`src/rtl/dcache_pkg.sv`:
```
// Shared definitions for the data-cache controller: access modes, FSM states,
// and the byte-lane helpers used by the store path.
package dcache_pkg;

  localparam logic [2:0] DATA_ADDR_MODE_B  = 3'b000;
  localparam logic [2:0] DATA_ADDR_MODE_H  = 3'b001;
  localparam logic [2:0] DATA_ADDR_MODE_W  = 3'b010;
  localparam logic [2:0] DATA_ADDR_MODE_BU = 3'b100;
  localparam logic [2:0] DATA_ADDR_MODE_HU = 3'b101;

  typedef enum logic [1:0] {
    IDLE,
    RD_REQ,
    RD_WAIT,
    WR_REQ
  } dcache_state_t;

  function automatic logic [3:0] strobe(input logic [2:0] mode, input logic [1:0] offset);
    case (mode)
      DATA_ADDR_MODE_B, DATA_ADDR_MODE_BU: strobe = 4'b0001 << offset;
      DATA_ADDR_MODE_H, DATA_ADDR_MODE_HU: strobe = 4'b0011 << {offset[1], 1'b0};
      default:                             strobe = 4'hF;
    endcase
  endfunction

  // Right-aligned store data copied into every lane so the strobes alone pick the bytes.
  function automatic logic [31:0] replicate(input logic [2:0] mode, input logic [31:0] wdata);
    case (mode)
      DATA_ADDR_MODE_B, DATA_ADDR_MODE_BU: replicate = {4{wdata[7:0]}};
      DATA_ADDR_MODE_H, DATA_ADDR_MODE_HU: replicate = {2{wdata[15:0]}};
      default:                             replicate = wdata;
    endcase
  endfunction

endpackage

```
`src/rtl/dcache_array.sv`:
```
// Direct-mapped tag/valid/data storage: combinational lookup port, byte-strobed
// write port, and a single-cycle invalidate-all.
module dcache_array #(
  parameter int INDEX_W    = 3,
  parameter int TAG_W      = 27,
  parameter int DATA_WIDTH = 32
) (
  input  logic                    clk,
  input  logic                    rst,
  input  logic                    flush,
  input  logic [INDEX_W-1:0]      rd_index,
  input  logic [TAG_W-1:0]        rd_tag,
  output logic                    rd_hit,
  output logic [DATA_WIDTH-1:0]   rd_data,
  input  logic                    wr_en,
  input  logic [INDEX_W-1:0]      wr_index,
  input  logic [TAG_W-1:0]        wr_tag,
  input  logic [DATA_WIDTH/8-1:0] wr_strb,
  input  logic [DATA_WIDTH-1:0]   wr_data
);
  localparam int SETS = 1 << INDEX_W;

  logic [SETS-1:0]       valid_q, valid_d;
  logic [TAG_W-1:0]      tag_mem  [SETS];
  logic [DATA_WIDTH-1:0] data_mem [SETS];

  assign rd_hit  = valid_q[rd_index] && (tag_mem[rd_index] == rd_tag);
  assign rd_data = data_mem[rd_index];

  // A flush landing on the same edge as a fill leaves the line invalid.
  always_comb begin
    valid_d = valid_q;
    if (flush) begin
      valid_d = '0;
    end else if (wr_en) begin
      valid_d[wr_index] = 1'b1;
    end
  end

  always_ff @(posedge clk) begin
    if (rst) begin
      valid_q <= '0;
    end else begin
      valid_q <= valid_d;
    end
  end

  // NOTE: tag/data storage is deliberately not reset; the valid bits alone decide
  // whether a line means anything, and resetting RAM would block memory inference.
  always_ff @(posedge clk) begin
    if (wr_en) begin
      tag_mem[wr_index] <= wr_tag;
      for (int b = 0; b < DATA_WIDTH / 8; b++) begin
        if (wr_strb[b]) begin
          data_mem[wr_index][8*b +: 8] <= wr_data[8*b +: 8];
        end
      end
    end
  end

endmodule

```
`src/rtl/dcache_ctrl.sv`:
```
// Write-through direct-mapped data-cache controller: hit/miss detection, pipeline
// stall, refill and write-through handshakes to data memory, hit/miss statistics.
module dcache_ctrl
  import dcache_pkg::*;
#(
  parameter int ADDR_WIDTH = 32,
  parameter int DATA_WIDTH = 32,
  parameter int SETS       = 8,
  parameter int CNT_WIDTH  = 16
) (
  input  logic                  clk,
  input  logic                  rst,
  input  logic                  cpu_req,
  input  logic                  cpu_we,
  input  logic [2:0]            cpu_addr_mode,
  input  logic [ADDR_WIDTH-1:0] cpu_addr,
  input  logic [DATA_WIDTH-1:0] cpu_wdata,
  output logic [DATA_WIDTH-1:0] cpu_rdata,
  output logic                  cpu_stall,
  input  logic                  cache_flush,
  output logic                  mem_req,
  output logic                  mem_we,
  output logic [ADDR_WIDTH-1:0] mem_addr,
  output logic [DATA_WIDTH-1:0] mem_wdata,
  output logic [3:0]            mem_wstrb,
  input  logic                  mem_ready,
  input  logic                  mem_rvalid,
  input  logic [DATA_WIDTH-1:0] mem_rdata,
  output logic [CNT_WIDTH-1:0]  hit_count,
  output logic [CNT_WIDTH-1:0]  miss_count
);
  localparam int INDEX_W = $clog2(SETS);
  localparam int TAG_W   = ADDR_WIDTH - INDEX_W - 2;

  dcache_state_t         state_q, state_d;
  logic [ADDR_WIDTH-1:0] addr_q, addr_d;
  logic [DATA_WIDTH-1:0] wdata_q, wdata_d;
  logic [3:0]            strb_q, strb_d;
  logic                  flush_pending_q, flush_pending_d;
  logic                  refill_done_q, refill_done_d;
  logic                  store_done_q, store_done_d;
  logic [CNT_WIDTH-1:0]  hit_count_q, hit_count_d;
  logic [CNT_WIDTH-1:0]  miss_count_q, miss_count_d;

  logic [INDEX_W-1:0]    cpu_index, arr_index;
  logic [TAG_W-1:0]      cpu_tag, arr_tag;
  logic                  hit, arr_we, flush_now;
  logic [DATA_WIDTH-1:0] line_data, arr_data, cpu_wdata_rep;
  logic [3:0]            arr_strb, cpu_strb;

  function automatic logic [CNT_WIDTH-1:0] sat_inc(input logic [CNT_WIDTH-1:0] c);
    return (&c) ? c : c + CNT_WIDTH'(1);
  endfunction

  assign cpu_index     = cpu_addr[INDEX_W+1:2];
  assign cpu_tag       = cpu_addr[ADDR_WIDTH-1:INDEX_W+2];
  assign cpu_strb      = strobe(cpu_addr_mode, cpu_addr[1:0]);
  assign cpu_wdata_rep = replicate(cpu_addr_mode, cpu_wdata);

  dcache_array #(
    .INDEX_W   (INDEX_W),
    .TAG_W     (TAG_W),
    .DATA_WIDTH(DATA_WIDTH)
  ) u_array (
    .clk     (clk),
    .rst     (rst),
    .flush   (flush_now),
    .rd_index(cpu_index),
    .rd_tag  (cpu_tag),
    .rd_hit  (hit),
    .rd_data (line_data),
    .wr_en   (arr_we),
    .wr_index(arr_index),
    .wr_tag  (arr_tag),
    .wr_strb (arr_strb),
    .wr_data (arr_data)
  );

  // NOTE: every signal assigned here gets a default first, so no path can infer a latch.
  always_comb begin
    state_d         = state_q;
    addr_d          = addr_q;
    wdata_d         = wdata_q;
    strb_d          = strb_q;
    flush_pending_d = flush_pending_q;
    refill_done_d   = refill_done_q;
    store_done_d    = store_done_q;
    hit_count_d     = hit_count_q;
    miss_count_d    = miss_count_q;
    arr_we          = 1'b0;
    arr_index       = cpu_index;
    arr_tag         = cpu_tag;
    arr_strb        = cpu_strb;
    arr_data        = cpu_wdata_rep;
    flush_now       = 1'b0;
    cpu_stall       = 1'b0;

    case (state_q)
      IDLE: begin
        if (flush_pending_q) begin
          flush_now       = 1'b1;
          flush_pending_d = 1'b0;
          cpu_stall       = 1'b1;
        end else if (cpu_req) begin
          refill_done_d = 1'b0;
          store_done_d  = 1'b0;
          if (!cpu_we) begin
            if (hit) begin
              // The re-presented load after a refill was already counted as a miss.
              if (!refill_done_q) hit_count_d = sat_inc(hit_count_q);
            end else begin
              cpu_stall    = 1'b1;
              miss_count_d = sat_inc(miss_count_q);
              addr_d       = {cpu_addr[ADDR_WIDTH-1:2], 2'b00};
              strb_d       = 4'h0;
              state_d      = RD_REQ;
            end
          end else if (!store_done_q) begin
            // The store already wrote memory once the flag is set; that cycle just retires it.
            cpu_stall = 1'b1;
            if (hit) hit_count_d = sat_inc(hit_count_q);
            arr_we  = hit || (cpu_addr_mode == DATA_ADDR_MODE_W);
            addr_d  = {cpu_addr[ADDR_WIDTH-1:2], 2'b00};
            wdata_d = cpu_wdata_rep;
            strb_d  = cpu_strb;
            state_d = WR_REQ;
          end
        end else if (cache_flush) begin
          flush_now = 1'b1;
        end
      end
      RD_REQ: begin
        cpu_stall = 1'b1;
        if (mem_ready) state_d = RD_WAIT;
      end
      RD_WAIT: begin
        cpu_stall = 1'b1;
        if (mem_rvalid) begin
          arr_we        = 1'b1;
          arr_index     = addr_q[INDEX_W+1:2];
          arr_tag       = addr_q[ADDR_WIDTH-1:INDEX_W+2];
          arr_strb      = 4'hF;
          arr_data      = mem_rdata;
          refill_done_d = 1'b1;
          state_d       = IDLE;
        end
      end
      WR_REQ: begin
        cpu_stall = 1'b1;
        if (mem_ready) begin
          store_done_d = 1'b1;
          state_d      = IDLE;
        end
      end
      default: state_d = IDLE;
    endcase

    if (cache_flush && !flush_now) flush_pending_d = 1'b1;
  end

  always_ff @(posedge clk) begin
    if (rst) begin
      state_q         <= IDLE;
      addr_q          <= '0;
      wdata_q         <= '0;
      strb_q          <= '0;
      flush_pending_q <= 1'b0;
      refill_done_q   <= 1'b0;
      store_done_q    <= 1'b0;
      hit_count_q     <= '0;
      miss_count_q    <= '0;
    end else begin
      state_q         <= state_d;
      addr_q          <= addr_d;
      wdata_q         <= wdata_d;
      strb_q          <= strb_d;
      flush_pending_q <= flush_pending_d;
      refill_done_q   <= refill_done_d;
      store_done_q    <= store_done_d;
      hit_count_q     <= hit_count_d;
      miss_count_q    <= miss_count_d;
    end
  end

  assign mem_req    = (state_q == RD_REQ) || (state_q == WR_REQ);
  assign mem_we     = (state_q == WR_REQ);
  assign mem_addr   = addr_q;
  assign mem_wdata  = wdata_q;
  assign mem_wstrb  = strb_q;
  assign cpu_rdata  = hit ? line_data : '0;
  assign hit_count  = hit_count_q;
  assign miss_count = miss_count_q;

endmodule

```
`config.mk`:
```
export PLATFORM = sky130hd
export DESIGN_NAME = dcache_ctrl
export DESIGN_NICKNAME = d
export VERILOG_FILES = /design/src/rtl/dcache_pkg.sv /design/src/rtl/dcache_array.sv /design/src/rtl/dcache_ctrl.sv
export SDC_FILE = /design/constraint.sdc
export NUM_CORES = 1
export LEC_CHECK = 0
export CAP_MARGIN = 10
export CELL_PAD_IN_SITES_DETAIL_PLACEMENT = 1
export CELL_PAD_IN_SITES_GLOBAL_PLACEMENT = 1
export CORE_UTILIZATION = 43
export DETAILED_ROUTE_END_ITERATION = 12
export GPL_TIMING_DRIVEN = 0
export PLACE_DENSITY_LB_ADDON = 0.1
export SYNTH_ARGS = -nofsm -noshare
export SYNTH_HDL_FRONTEND = slang
export SYNTH_HIERARCHICAL = 1
export SYNTH_SLANG_ARGS = --single-unit
```
`constraint.sdc`:
```
create_clock -name clk -period 6.8 [get_ports clk]
set_input_delay 2.04 -clock clk [delete_from_list [all_inputs] [get_ports clk]]
set_output_delay 2.04 -clock clk [all_outputs]
set_load 0.02 [all_outputs]
```
==> reports/results.tsv, run 1 <==
metric	value	unit
outcome	completed	
Crit Path Category	in -> out	
syn avg cell area	15.65	µm²
count leader, synth	edfxtp_1	
number of flops mapped to enable cells by yosys	472	
worst endpoint required time	4.76	ns
post-route clock period utilization	0.9904	
Vias/cell	5.656	
Placed Instances	2559	
Synth top area share	0.5807	
Area contributors post-synth	edfxtp_1 58%, dfxtp_1 9.1%, mux4_2 8.1%	
layout cells sized above 1	0.2445	
1st-iter DRT viols	993	
clock sink count	583	
TritonCTS clock tree	yes	
Hold Crit Class	reg -> reg	
Min Hold Slack	0.4587	ns
largest net degree at the start of global routing	23	
filler cell count	5283	
hold-fix buffers at CTS	0	
crit end category	primary output	
Synth area leader	edfxtp_1	
Post-synth top flop	edfxtp_1	
Routed Wire Length	74010	µm
critical path arrival	4.69	ns
clock latency on the worst-skew pair	0.61	ns
Synth cell types	64	
Rel. slew slack	0.2343	
H-tree depth	3	
# DRC	0	
peak supply drop	171.0	µV
DIE AREA	0.05772	mm²
final setup fails	0	
FFs w/ async S/R, synth	0	
clock buffer depth	3	
# IOs	241	
Seq/Total Area, Yosys	0.6718	
Starting Density	0.4387	
crit path launch type	input pin	
gr ovfl total	0	
Post-DRT Antenna Nets	0	
Max Cap Violations	0	
half-perimeter wire length after placement	50720	µm
Final Non-Filler Cells	2705	
first-pass GRT wire length	107200	µm
Worst-Margin Slew	1.137	ns
FF+latch count, synth	583	
RSZ-0062 raised after global routing	no	
Tmin final	6.735	ns
fin. max-slew vios	0	
CP max FO	7	
Gate Count Post-Synth	1560	
Final Skew	0.02034	ns
final hold vios	0	
Cell Rows	86	
drt wl/cell	27.36	µm
Overall Global Routing Usage	0.2610	
synthesized cell area	0.02441	mm²
LEAKAGE	10.45	nW
core area	0.05563	mm²
PwrDens	269.7	mW/mm²
vias in the first global route	15993	
initial antenna violation count	5	
TritonCTS Buffers	66	
clk slew on worst S/H paths	0.06	ns
Area growth syn-to-layout	26.95	%
routed via count	15299	
port buffer count	238	
Final Net Count	2010	
DR pass1 iterations	5	
Die H	240.2	µm
Achievable Freq	0.1485	GHz
CTS Root Cell	clkbuf_16	
die span in x	240.2	µm
synth cell count leaders	472 x edfxtp_1, 125 x nand2_1, 111 x dfxtp_1	
RD Place Congestion	0.7925	
Ys Warns	6	
Setup TNS Final	0	ns
==> flip-flops by register name, indices dropped and copies added, names as in the netlist, 2 cells and up <==
signal	count
u_array/tag_mem	216
u_array/data_mem	256
mem_addr	30
miss_count	16
mem_wdata	32
state_q	2
u_array/valid_q	8
hit_count	16
mem_wstrb	4
==> area by class of cell <==
type / count / area, µm² / share of cell area
well taps: 748 / 935.9 / 0.03021
repair buffers: 275 / 2947 / 0.09510
multi-input cells: 880 / 7815 / 0.2522
clock buffers: 97 / 1914 / 0.06178
plain buffers: 89 / 700.7 / 0.02261
inverters: 7 / 26.28 / 0.0008480
flip-flops and latches: 583 / 16400 / 0.5292
diodes: 2 / 5.005 / 0.0001615
clock inverters: 24 / 245.2 / 0.007915
==> power breakdown <==
group | switching, mW | internal (mW) | leakage [nW]
logic | 0.475 | 0.328 | 4.25
clock network | 1.42 | 2.14 | 1.05
registers | 0.0338 | 3.96 | 5.15
total | 1.93 | 6.43 | 10.5
==> cell families after synthesis <==
kind of cell | Yosys count | synth area share
AOI/OAI and AO/OA | 186 | 0.04773
xor gates and xnor gates | 18 | 0.006460
adders and majority gates | 2 | 0.001025
buffers and inverters | 98 | 0.02184
DFF | 583 | 0.6718
muxes | 287 | 0.1700
other | 1 | 0.0001536
and+or+nand+nor | 385 | 0.08105
==> final timing paths <==
check | end | cells past startpoint | slack [ns] | from
hold / removal | mem_wdata[6] | 2 | 0.46 | mem_wdata[6]
setup / recovery | cpu_rdata[12] | 13 | 0.07 | cpu_addr[2]
setup reg to reg | u_array/data_mem[3][18] | 13 | 1.88 | u_array/tag_mem[3][25]
hold reg to reg | mem_wdata[6] | 2 | 0.46 | mem_wdata[6]
==> routing by layer <==
metal / vias to the layer above / part of all wire / GRT usage
li1: 6739 / - / -
met1: 7963 / 0.43 / 0.3514
met2: 471 / 0.48 / 0.4224
met3: 122 / 0.057 / 0.05121
met4: 4 / 0.031 / 0.09130
met5: - / 0.00057 / 0
==> cells in the final DEF (no fill, tap or decap), drive strengths merged, types with 7 or more instances in the layout <==
| master | instances |
|---|---|
| nand2 | 125 |
| o21ai | 11 |
| xor2 | 15 |
| clkbuf | 141 |
| a21oi | 92 |
| clkinv | 16 |
| nor2b | 20 |
| edfxtp | 472 |
| and2 | 67 |
| mux4 | 90 |
| nand2b | 10 |
| clkdlybuf4s50 | 202 |
| buf | 117 |
| nand4 | 12 |
| dfxtp | 111 |
| a22oi | 21 |
| or4 | 7 |
| inv | 9 |
| nor4 | 17 |
| a211oi | 22 |
| mux2 | 98 |
| nand3 | 13 |
| mux2i | 99 |
| nor2 | 72 |
| nor3 | 8 |
| o21a | 10 |
| and3 | 12 |
==> through the flow <==
stage,area [µm²],setup slack (ns),util,total power [mW]
CTS,30870,-0.01329,0.5549,8.411
detailed placement,28040,-2.381,0.5040,4.830
finish,30980,0.06522,0.5570,8.357
floorplan,24420,0.4006,-,4.466
global route,30980,0.002106,0.5569,8.592
global placement,27740,-3.931,0.4986,4.800
==> critical path: stages <==
cell and delay, ns:
buf_6 0.13, buf_6 0.14, buf_12 0.12, mux2_4 0.33
o221ai_2 0.20, xor2_1 0.19, nand3b_1 0.14, a2111oi_4 0.40
and4_4 0.34, clkbuf_16 0.21, clkbuf_16 0.16, and2_4 0.15
buf_6 0.11
==> what timing repair did <==
item | 4_1_cts | 5_1_grt
resized for setup | 311 | 29
buffers inserted | 17 | 2
endpoints found under the setup margin | 513 | 33
gates cloned | 6 | 0
pin swaps | 15 | 20
Note: power is estimated with default switching activity, not from simulation.
==> run 2, diff against run 1 <==
--- a/config.mk
+++ b/config.mk
@@ -8,7 +8,7 @@
 export CAP_MARGIN = 10
 export CELL_PAD_IN_SITES_DETAIL_PLACEMENT = 1
 export CELL_PAD_IN_SITES_GLOBAL_PLACEMENT = 1
-export CORE_UTILIZATION = 43
+export CORE_UTILIZATION = 35
 export DETAILED_ROUTE_END_ITERATION = 12
 export GPL_TIMING_DRIVEN = 0
 export PLACE_DENSITY_LB_ADDON = 0.1
==> run 2 against run 1 <==
Register-to-register slack got worse by 0.29 ns. Combinational power rose by 2%. Routed wire length rose by 4.8%. Total power fell by 0.82%. Sequential power barely moved. Cell count rose by 7.0%. Utilization fell by 10 points. Clock skew rose by 0.0071 ns. First-iteration DRC count fell by 12%. Global-route usage fell by 4.0 points. Critical path type unchanged.
==> reports/results.tsv, run 2 (synthesis gave the netlist of run 1 again) <==
metric	value	unit	change
outcome	completed		
clock sink count	583		unchanged
Die H	266.1	µm	+11%
RSZ-0062 raised after global routing	yes		
FF-to-FF path depth	13		unchanged
Total Power	8.288	mW	-0.82%
Hold EP	mem_wdata[6]		
Rel. slew slack	0.2320		-0.002303
vias in the first global route	15872		-0.76%
drt wl/cell	26.81	µm	-2.0%
LEAKAGE	10.46	nW	+0.12%
top sig layer	met5		
fin. max-slew vios	0		unchanged
final hold vios	0		unchanged
worst endpoint required time	4.76	ns	about the same
largest net degree at the start of global routing	21		-8.7%
CP max FO	7		unchanged
Tmin final	6.743	ns	+0.008586 ns
layout cells sized above 1	0.2401		-0.004440
TritonCTS clock tree	yes		
Overall Global Routing Usage	0.2207		-0.04024
H-tree depth	3		unchanged
WL met3	3941	µm	-6.5%
routed via count	15170		-0.84%
Starting Density	0.3546		-0.08411
RD Place Congestion	0.7627		-3.8%
initial antenna violation count	4		-1
Final Net Count	2019		+0.45%
Final Skew	0.02741	ns	+0.007074 ns
peak supply drop	145.4	µV	-15%
TritonCTS Buffers	67		+1.5%
port buffer count	238		unchanged
hold_sp	mem_wdata[6]		
post-route clock period utilization	0.9917		+0.001263
clock buffer depth	3		unchanged
core area	0.06883	mm²	+24%
crit end category	primary output		
commonest non-fill, non-tap cell in the layout	edfxtp_1		
clk slew on worst S/H paths	0.06	ns	about the same
half-perimeter wire length after placement	53690	µm	+5.9%
final setup fails	0		unchanged
pre-CTS setup slack	-2.654	ns	-0.2728 ns
Final Non-Filler Cells	2894		+7.0%
routed wl met2	36700	µm	+3.6%
Routed Wire Length	77600	µm	+4.8%
met1 WL	34550	µm	+7.9%
Hold Crit Class	reg -> reg		
Critical R2R Capture	u_array/data_mem[2][4]		
crit path launch type	input pin		
Worst-Margin Slew	1.152	ns	+0.01547 ns
1st-iter DRT viols	873		-12%
die span in x	266.1	µm	+11%
Max Cap Violations	0		unchanged
Achievable Freq	0.1483	GHz	-0.13%
worst reg2reg startpoint	u_array/tag_mem[0][25]		
PwrDens	266.2	mW/mm²	-1.3%
WHS Path Cells	2		unchanged
Vias/cell	5.242		-7.3%
Placed Instances	2744		+7.2%
# IOs	241		unchanged
setup ws final	0.05663	ns	-0.008586 ns
Post-DRT Antenna Nets	0		unchanged
CTS Root Cell	clkbuf_16		
DR pass1 iterations	5		unchanged
critical path arrival	4.70	ns	about the same
FF-to-FF setup slack	1.59	ns	-0.29 ns
DIE AREA	0.07080	mm²	+23%
clock latency on the worst-skew pair	0.61	ns	about the same
max reg flops	256		unchanged
Area growth syn-to-layout	27.56	%	
gr ovfl total	0		unchanged
Cell Rows	96		+12%
first-pass GRT wire length	111500	µm	+4.0%
commonest non-fill, non-tap cells in the layout	472 x edfxtp_1, 202 x clkdlybuf4s50_1, 124 x nand2_1		
Top reg by flops	u_array/data_mem		
# DRC	0		unchanged
Crit Path Category	in -> out		
[run 2: cell count changes in the layout (fill, tap and decap cells not counted), sizes merged, moves of 2 or more]
cell / delta
clkbuf: -5
inv: +3
clkinv: +2
buf: +8
bufinv: -2
[run 2: report_power, final]
group          switching (mW)  total (mW)  leakage (nW)  internal, mW
logic                   0.486       0.817          4.29         0.331
clock network            1.46        3.48          1.02          2.02
registers              0.0333        3.99          5.15          3.96
total                    1.98        8.29          10.5          6.31
[run 2: how the worst max path moves through the flow]
| stage | start | endpoint | slack [ns] | cells after the start |
|---|---|---|---|---|
| final | cpu_addr[2] | cpu_rdata[11] | 0.06 | 13 |
| after global routing | cpu_addr[2] | cpu_rdata[11] | -0.04 | 13 |
| after CTS | cpu_addr[2] | cpu_rdata[16] | -0.03 | 14 |
| after detailed placement | cpu_addr[3] | cpu_rdata[11] | -2.65 | 13 |
| after global placement | cpu_addr[3] | u_array/data_mem[7][24] | -4.53 | 15 |
| after floorplan | cpu_addr[4] | cpu_rdata[10] | 0.40 | 11 |
[run 2: metal layers]
layer / global-route usage / up-vias
met1: 0.3007 / 7889
met4: 0.08295 / 2
met3: 0.03678 / 112
met2: 0.3540 / 409
li1: - / 6758
met5: 0 / -
[run 2: worst max-delay path, stage by stage]
cell and delay (ns):
buf_12 0.11, buf_8 0.13, buf_6 0.10, mux4_2 0.49, o221ai_2 0.08, xor2_1 0.21
nand3b_1 0.15, a2111oi_4 0.40, and4_4 0.35, clkbuf_16 0.20, clkbuf_16 0.16, and2_4 0.15
buf_6 0.11
[run 2: final cells by class]
type,count,area (µm²)
fillers,6769,37690
flip-flops and latches,583,16400
multi-input cells,880,7716
repair buffers,283,3063
clock buffers,92,1842
well taps,931,1165
plain buffers,89,679.4
clock inverters,28,244.0
inverters,7,26.28
diodes,1,2.502
[run 2: what timing repair did]
action | 4_1_cts | 5_1_grt
pin swaps | 8 | 7
resized for setup | 291 | 23
hold buffers | 0 | 0
cloned | 5 | 0
buffers inserted | 25 | 1
endpoints found under the setup margin | 516 | 70
[run 2: metrics by stage]
step	util	cell area, µm²	TNS, ns	hold WS (ns)
2_1_floorplan	-	24420	0	0.4354
3_3_place_gp	0.4064	27970	-2061.45	0.4420
3_5_place_dp	0.4114	28320	-955.32	0.4536
4_1_cts	0.4517	31090	-0.1964	0.4620
5_1_grt	0.4524	31130	-0.6646	0.4805
6_report	0.4524	31130	0	0.4605
==> run 3, diff against run 2 <==
--- a/config.mk
+++ b/config.mk
@@ -5,7 +5,6 @@
 export SDC_FILE = /design/constraint.sdc
 export NUM_CORES = 1
 export LEC_CHECK = 0
-export CAP_MARGIN = 10
 export CELL_PAD_IN_SITES_DETAIL_PLACEMENT = 1
 export CELL_PAD_IN_SITES_GLOBAL_PLACEMENT = 1
 export CORE_UTILIZATION = 35
==> run 3 against run 2 <==
Combinational power barely moved. First-iteration DRC count up 7.6%. Sequential share of layout area decreased by 0.25 points.
==> reports/results.tsv, run 3 (synthesis gave the netlist of run 1 again) <==
metric	value	unit	change
Worst-Margin Slew	1.443	ns	+0.2913 ns
Rel. slew slack	0.03781		-0.1942
routed via count	15187		+0.11%
commonest non-fill, non-tap cells in the layout	472 x edfxtp_1, 202 x clkdlybuf4s50_1, 125 x nand2_1		
die span in x	266.1	µm	unchanged
DR pass1 iterations	5		unchanged
# DRC	0		unchanged
Pint	6.488	mW	+2.9%
Comb pwr share	0.097		-0.002
crit end category	primary output		
clock latency on the worst-skew pair	0.60	ns	about the same
post-route clock period utilization	0.9907		-0.001002
drt wl/cell	27.01	µm	+0.73%
Crit Path Category	in -> out		
Vias/cell	5.260		+0.35%
RD Place Congestion	0.7627		unchanged
peak supply drop	157.6	µV	+8.4%
final setup fails	0		unchanged
worst endpoint required time	4.76	ns	about the same
TritonCTS Buffers	66		-1.5%
TritonCTS clock tree	yes		
outcome	completed		
vias in the first global route	15766		-0.67%
half-perimeter wire length after placement	53450	µm	-0.45%
1st-iter DRT viols	939		+7.6%
Post-DRT Antenna Nets	0		unchanged
filler cell count	6750		-0.28%
core area	0.06883	mm²	unchanged
Placed Instances	2742		-0.073%
ANT cells	0		-1
Top delay family on crit path	buffers and inverters		
Max Cap Violations	0		unchanged
crit path launch type	input pin		
clock buffer depth	3		unchanged
commonest non-fill, non-tap cell in the layout	edfxtp_1		
fin. max-slew vios	0		unchanged
Final Net Count	2012		-0.35%
Achievable Freq	0.1484	GHz	+0.10%
first-pass GRT wire length	111400	µm	about the same
sw frac	0.2324		-0.006803
sw power	1.965	mW	-0.91%
H-tree depth	3		unchanged
finished layout cell area	0.03128	mm²	+0.48%
max reg flops	256		unchanged
Die H	266.1	µm	unchanged
Routed Wire Length	77970	µm	+0.48%
port buffer count	238		unchanged
initial antenna violation count	3		-1
CP max FO	6		-1
Overall Global Routing Usage	0.2203		-0.0004087
crit path buf inv count	6		unchanged
Starting Density	0.3546		unchanged
layout cells sized above 1	0.2439		+0.003804
Min Hold Slack	0.4602	ns	-0.0003160 ns
Cell Rows	96		unchanged
Top reg by flops	u_array/data_mem		
clk slew on worst S/H paths	0.06	ns	about the same
Final Non-Filler Cells	2887		-0.24%
clock network power share	0.432		+0.012
LEAKAGE	10.52	nW	+0.50%
PwrDens	270.2	mW/mm²	+1.5%
DIE AREA	0.07080	mm²	unchanged
Flop pwr share	0.472		-0.009
CTS Root Cell	clkbuf_16		
CP max-delay cell	mux4_2		
critical path arrival	4.70	ns	about the same
Final Skew	0.03349	ns	+0.006075 ns
clock sink count	583		unchanged
Area growth syn-to-layout	28.17	%	
# IOs	241		unchanged
area post-placement	0.02829	mm²	-0.11%
worst path cell trace	buf_6 -> buf_12 -> bufbuf_16 -> mux2i_1 -> mux4_2 -> xnor2_1 -> o21bai_2 -> nor4_2 -> and4_4 -> clkbuf_16 -> clkbuf_16 -> and2_4 -> buf_6		
Tmin final	6.737	ns	-0.006817 ns
Setup TNS Final	0	ns	unchanged
largest net degree at the start of global routing	21		unchanged
gr ovfl total	0		unchanged
Largest stage delay, worst path	0.50	ns	about the same
Hold Crit Class	reg -> reg		
Total Power	8.453	mW	+2.0%
final hold vios	0		unchanged
-- run 3: cell types whose count changed in the layout (fill, tap and decap cells not counted), moves of 3 or more --
| cell | delta |
|---|---|
| and2_1 | -4 |
| bufinv_16 | +4 |
| inv_6 | -3 |
| and2_4 | +4 |
| buf_6 | +3 |
| clkbuf_16 | +4 |
| clkbuf_1 | -4 |
| clkinv_2 | +4 |
| buf_12 | -3 |
| buf_4 | -8 |
-- run 3: final timing paths --
check	slack, ns	from	cells after the start	endpoint
worst max-delay path	0.06	cpu_addr[4]	13	cpu_rdata[12]
worst min-delay path	0.46	mem_wdata[31]	2	mem_wdata[31]
worst max register to register	1.64	u_array/tag_mem[1][23]	13	u_array/data_mem[2][4]
worst min register to register	0.46	mem_wdata[31]	2	mem_wdata[31]
-- run 3: through the flow --
| step | worst slack [ns] | utilization |
|---|---|---|
| final | 0.06345 | 0.4545 |
| after global routing | -0.006565 | 0.4545 |
| after CTS | -0.02340 | 0.4530 |
| after detailed placement | -2.671 | 0.4110 |
| after global placement | -4.531 | 0.4064 |
| after floorplan | 0.4006 | - |
-- run 3: area by class of cell --
| class | instances | area [µm²] | area share |
|---|---|---|---|
| Clock buffer | 88 | 1871 | 0.05979 |
| Buffer | 90 | 709.4 | 0.02268 |
| Sequential cell | 583 | 16400 | 0.5241 |
| Clock inverter | 32 | 345.3 | 0.01104 |
| Timing Repair Buffer | 276 | 2995 | 0.09575 |
| Multi-Input combinational cell | 880 | 7776 | 0.2486 |
| Inverter | 7 | 26.28 | 0.0008399 |
| Tap cell | 931 | 1165 | 0.03724 |
-- run 3: power groups by stage --
stage / combinational (mW) / clock, mW / sequential [mW]
2_1_floorplan: 0.376 / 0 / 4.09
3_3_place_gp: 0.761 / 0 / 4.06
3_5_place_dp: 0.785 / 0 / 4.06
4_1_cts: 0.821 / 3.74 / 3.99
5_1_grt: 0.871 / 3.86 / 3.99
6_report: 0.816 / 3.65 / 3.99
-- run 3: repair_timing --
action / CTS / global route
cloned: 8 / 0
hold buffers: 0 / 0
endpoints found under the setup margin: 527 / 41
pin swaps: 11 / 7
buffers inserted: 13 / 5
resized for setup: 309 / 18
-- run 3: routing by layer --
layer | routed length [µm] | part of all wire | vias to the layer above | GRT usage
met5 | 9 | 0.00012 | - | 0
met4 | 1903 | 0.024 | 2 | 0.06865
met3 | 4021 | 0.052 | 102 | 0.03891
met2 | 37310 | 0.48 | 399 | 0.3585
met1 | 34730 | 0.45 | 7932 | 0.2998
li1 | - | - | 6752 | -
-- run 3: worst register-to-register path: stages (launching register included) --
cell      delay, ns
edfxtp_1       0.35
mux4_1         0.52
mux2i_1        0.24
xor2_1         0.21
nand4_1        0.13
nor2_2         0.19
and4_4         0.31
clkbuf_8       0.20
a21oi_1        0.05
o21ai_0        0.59
nand2_1        0.42
nor3_4         0.88
buf_16         0.23
and2_1         0.44
